File: config.mk
export PLATFORM = sky130hd
export DESIGN_NAME = pkt_rr_sched
export DESIGN_NICKNAME = d
export VERILOG_FILES = /design/src/rtl/pkt_rr_sched.sv
export SDC_FILE = /design/constraint.sdc
export NUM_CORES = 1
export LEC_CHECK = 0
export BUFFER_PORTS_ARGS = -buffer_cell sky130_fd_sc_hd__buf_2
export CORE_MARGIN = 8
export CORE_UTILIZATION = 45
export CTS_BUF_LIST = sky130_fd_sc_hd__clkbuf_16
export DETAILED_ROUTE_END_ITERATION = 12
export PLACE_DENSITY = 0.73
export SETUP_SLACK_MARGIN = 0.5
export SYNTH_ARGS = -nofsm -noshare
export SYNTH_HDL_FRONTEND = slang
export SYNTH_SLANG_ARGS = --single-unit
File: constraint.sdc
create_clock -name clk -period 3.3 [get_ports clk]
set_input_delay 0.495 -clock clk [delete_from_list [all_inputs] [get_ports clk]]
set_output_delay 0.495 -clock clk [all_outputs]
set_load 0.1 [all_outputs]
File: src/rtl/pkt_rr_sched.sv
// rtl/pkt_rr_sched.sv - round-robin packet scheduler sharing one output bus among NCH packet buffers
module pkt_rr_sched #(
    parameter int NCH = 4,
    parameter int DW  = 8,
    parameter int LW  = 16,
    parameter int CW  = 2
) (
    input  logic              clk,
    input  logic              rst_n,
    input  logic [NCH-1:0]    ch_msg_empty,
    input  logic [NCH*LW-1:0] ch_msg_q,
    output logic [NCH-1:0]    ch_msg_rdreq,
    input  logic [NCH-1:0]    ch_data_empty,
    input  logic [NCH*DW-1:0] ch_data_q,
    output logic [NCH-1:0]    ch_data_rdreq,
    input  logic              out_rdy,
    output logic [DW-1:0]     dout,
    output logic              dout_vld,
    output logic              dout_sop,
    output logic              dout_eop,
    output logic [CW-1:0]     dout_ch
);

    typedef enum logic {S_IDLE, S_SEND} state_t;

    state_t        state_q, state_d;
    logic [CW-1:0] rr_q, rr_d;
    logic [CW-1:0] grant_q, grant_d;
    logic [LW-1:0] cnt_q, cnt_d;
    logic [LW-1:0] len_q, len_d;
    logic [DW-1:0] dout_q, dout_d;
    logic          vld_q, vld_d;
    logic          sop_q, sop_d;
    logic          eop_q, eop_d;
    logic [CW-1:0] ch_q, ch_d;

    logic          arb_found;
    logic [CW-1:0] arb_idx;
    logic [LW-1:0] arb_len;
    logic [DW-1:0] sel_data;
    logic          sel_data_empty;
    logic          pop;
    logic          msg_pop;
    logic          last_word;
    logic [CW-1:0] next_rr;

    // First requester at or after the rr pointer; second pass covers the wrap below the pointer
    always_comb begin
        arb_found = 1'b0;
        arb_idx   = '0;
        arb_len   = '0;
        for (int i = 0; i < NCH; i++) begin
            if (!arb_found && !ch_msg_empty[i] && (CW'(i) >= rr_q)) begin
                arb_found = 1'b1;
                arb_idx   = CW'(i);
                arb_len   = ch_msg_q[i*LW +: LW];
            end
        end
        for (int i = 0; i < NCH; i++) begin
            if (!arb_found && !ch_msg_empty[i]) begin
                arb_found = 1'b1;
                arb_idx   = CW'(i);
                arb_len   = ch_msg_q[i*LW +: LW];
            end
        end
    end

    // Head data word and empty flag of the granted channel
    always_comb begin
        sel_data       = '0;
        sel_data_empty = 1'b1;
        for (int i = 0; i < NCH; i++) begin
            if (grant_q == CW'(i)) begin
                sel_data       = ch_data_q[i*DW +: DW];
                sel_data_empty = ch_data_empty[i];
            end
        end
    end

    assign next_rr   = (grant_q == CW'(NCH-1)) ? '0 : grant_q + 1'b1;
    assign last_word = (cnt_q == len_q - LW'(1));

    // Next state, FIFO pops and the registered output word
    always_comb begin
        state_d = state_q;
        rr_d    = rr_q;
        grant_d = grant_q;
        cnt_d   = cnt_q;
        len_d   = len_q;
        dout_d  = dout_q;
        vld_d   = 1'b0;
        sop_d   = 1'b0;
        eop_d   = 1'b0;
        ch_d    = grant_q;
        pop     = 1'b0;
        msg_pop = 1'b0;
        case (state_q)
            S_IDLE: begin
                if (arb_found) begin
                    grant_d = arb_idx;
                    len_d   = arb_len;
                    cnt_d   = '0;
                    state_d = S_SEND;
                end
            end
            S_SEND: begin
                if (len_q == '0) begin
                    // empty descriptor: retire it without touching the data FIFO
                    msg_pop = 1'b1;
                    rr_d    = next_rr;
                    state_d = S_IDLE;
                end else if (out_rdy && !sel_data_empty) begin
                    pop    = 1'b1;
                    cnt_d  = cnt_q + LW'(1);
                    dout_d = sel_data;
                    vld_d  = 1'b1;
                    sop_d  = (cnt_q == '0);
                    eop_d  = last_word;
                    if (last_word) begin
                        msg_pop = 1'b1;
                        rr_d    = next_rr;
                        state_d = S_IDLE;
                    end
                end
            end
            default: state_d = S_IDLE;
        endcase
        for (int i = 0; i < NCH; i++) begin
            ch_data_rdreq[i] = pop && (grant_q == CW'(i));
            ch_msg_rdreq[i]  = msg_pop && (grant_q == CW'(i));
        end
    end

    // State and output registers, cleared asynchronously
    always_ff @(posedge clk or negedge rst_n) begin
        if (!rst_n) begin
            state_q <= S_IDLE;
            rr_q    <= '0;
            grant_q <= '0;
            cnt_q   <= '0;
            len_q   <= '0;
            dout_q  <= '0;
            vld_q   <= 1'b0;
            sop_q   <= 1'b0;
            eop_q   <= 1'b0;
            ch_q    <= '0;
        end else begin
            state_q <= state_d;
            rr_q    <= rr_d;
            grant_q <= grant_d;
            cnt_q   <= cnt_d;
            len_q   <= len_d;
            dout_q  <= dout_d;
            vld_q   <= vld_d;
            sop_q   <= sop_d;
            eop_q   <= eop_d;
            ch_q    <= ch_d;
        end
    end

    assign dout     = dout_q;
    assign dout_vld = vld_q;
    assign dout_sop = sop_q;
    assign dout_eop = eop_q;
    assign dout_ch  = ch_q;

endmodule
==> results.toml <==
[synth]
synth_async_sr_flop_share_pct = 100
synthCells = 457
synth_top_area_cell = "dfrtp_1"
yosys.area.top_type_share_pct = 33.2
synth_common_cells = "nor2_1, dfrtp_1, nand2_1"
ys_ff_latch = 50
ys_seq_area_share_pct = 33.2
syn_area_um2 = 3770
synth.area.top_cells = "dfrtp_1, nor2_1, a21oi_1, nand2_1, xnor2_1"
yosysMostFrequentCell = "nor2_1"
avgSynthCellArea_um2 = 8.24
yosysWarnings = 0
synth_cell_types = 59
synth_fp_nets = 572
synth_flop_cell = "dfrtp_1"
synth_edf_count = 0

[die]
pin_count = 128
design.die.area_um2 = 11600
core_area_um2 = 8180
rows = 33
die_h_um = 107
initial_core_util_pct = 46.1
die_w_um = 107

[sta]
fin_ws_ps = -221
rsz0062_at_grt = "yes"
period_needed_ps = 3520
hold_violations = 0
slew_headroom_pct = 55.4
tightest_slew_ps = 669
max_freq_mhz = 284
finalSetupViolations = 4
hold_slack_ps = 238
final_max_slew_viol_count = 0
finClkSkew_ps = 4.50
fin_crit_sh_pct = 107

[worst_setup_path]
cp.arrival_ps = 3030
critPathSlowestCell = "or4_4"
critPathBufInv = 2
cp-start-kind = "flop"
crit_type = "reg2out"
required_ps = 2800
cpPeakStageDelay_ps = 550
crit_family = "simple AND/OR/NAND/NOR gates"
setup.worst_path.end_class = "primary output"
path_common_cell = "or4_4"
path_cells = "or4_4 -> nor4b_4 -> xnor2_1 -> or4_4 -> buf_6 -> o41ai_4 -> and2_4 -> buf_12"
r2r_slack_ps = 280
critPathMaxFanout = 4

[hold_path]
hold_path.class = "in2async"

[cts]
clkTransAtPathRegs_ps = 60
cts-root-buf = "clkbuf_16"
cts_tree = "built"
htreeDepth = 2
cts_buffer_depth = 2
cts.sinks = 50
worstSkewPairLatency_ps = 290
numCtsBuffers = 5

[grt]
grt-ovfl-total = 0
grt_pass1_vias = 4266
grt_pass1_wl_um = 20600
track_usage_pct = 21.6
grt_antenna_before_repair = 0
grt_start_max_net_pins = 40

[routing]
drt_wl_total_um = 12700
drcViolationCount = 0
num_vias = 4202
drt_pass1_iterations = 7
drt_iter0_markers = 265
avgRoutedWirePerCell_um = 17.9
ant_nets = 0
viasPerCell = 5.94

[run_status]
failed_checks = "setup timing"
run_status = "finished with violations"

[pwr]
power_density_nw_per_um2 = 444
ir_drop_mv = 0.204
p_leak_nw = 2.35
power_mw = 2.28

[place]
io_buffers = 127
routabilityCongestion = 0.885
place_hpwl_um = 9840

[cells_and_area]
area_growth_pct = 35.9
n_antenna_cell = 0
final_util_pct = 62.6
drive_gt1_share_pct = 35.4
final_nets = 716

[flow_run]
cap_viol_max_count = 0
==> cells by family after synthesis <==
kind of cell / after synthesis / share of synthesized area (%)
and+or+nand+nor: 188 / 25.5
AOI/OAI and AO/OA: 130 / 24.7
DFF: 50 / 33.2
buffers and inverters: 43 / 4.55
xor gates and xnor gates: 30 / 6.98
muxes: 8 / 2.43
adders and majority gates: 8 / 2.66
==> where the power goes <==
group / internal (mW) / switching [mW]
logic: 0.329 / 0.647
clock network: 0.275 / 0.217
registers: 0.703 / 0.104
total: 1.31 / 0.969
==> layer usage <==
layer  up-vias  wire, um  share of wire, %  global-route usage [%]
li1       2010         -                 -                       -
met3        18       850               6.7                    3.83
met1      1971      5370                42                    26.6
met5         -         0                 0                       0
met2       203      6230                49                    37.1
met4         0       218               1.7                    7.23
==> final timing paths <==
path	from	end	depth (start not counted)
worst max-delay path	len_q[3]	ch_msg_rdreq[1]	8
worst min-delay path	rst_n	dout_ch[1]	1
worst max register to register	len_q[3]	rr_q[0]	9
worst min register to register	ch_d[1]	dout_ch[1]	0
max in group asynchronous	rst_n	ch_d[0]	2
min in group clk	ch_d[1]	dout_ch[1]	0
==> timing repair <==
| action | 4_1_cts | 5_1_grt |
|---|---|---|
| hold endpoints to repair | 0 | 0 |
| setup endpoints to repair | 10 | 11 |
| hold buffers | 0 | 0 |
| pin swaps | 12 | 7 |
| gates resized for setup | 18 | 11 |
| setup buffers | 10 | 2 |
==> per-stage QoR <==
stage	worst slack, ps	cell area, um^2	std cells	TNS [ps]
after global routing	-281	5120	707	-1070
after global placement	61.9	4770	687	0
final	-221	5120	707	-791
after CTS	-220	5060	705	-721
after detailed placement	15.5	4770	687	0
after floorplan	-134	3830	457	-134
==> final cells by class <==
cell class | count | area, um^2
timing repair buffer | 165 | 1020
sequential | 50 | 1250
fill | 716 | 3060
tap | 105 | 131
clock inverter | 3 | 12.5
multi-input combinational | 364 | 2520
inverter | 15 | 56.3
clock buffer | 5 | 125
==> flip-flops by register name, indices dropped and copies added, names as in the netlist <==
signal / count
dout_eop: 1
rr_q: 2
len_q: 16
cnt_q: 16
state_q: 1
ch_d: 2
dout_sop: 1
dout_ch: 2
dout_vld: 1
dout: 8
==> cell usage in the layout (no fill, tap or decap), drive strengths merged, types with 3 or more instances in the layout <==
cell     count
nor4        13
nand2       41
nand4        6
o2bb2ai      3
nor3b        3
ha           8
nand3        7
dfrtp       50
mux2         3
o22ai        8
o31ai        4
nor3        15
a32oi        3
a222oi      12
a21oi       34
xnor2       17
xor2        13
or4          9
clkbuf       5
a31oi        8
nand2b       5
buf        165
and2         4
mux2i        5
and3         8
clkinv       3
a221oi      11
nor2        60
nor2b        4
o21a         4
inv         15
o21ai       18
o221ai      11
nor4b        5
No activity file was read; power rests on OpenSTA's default activity.
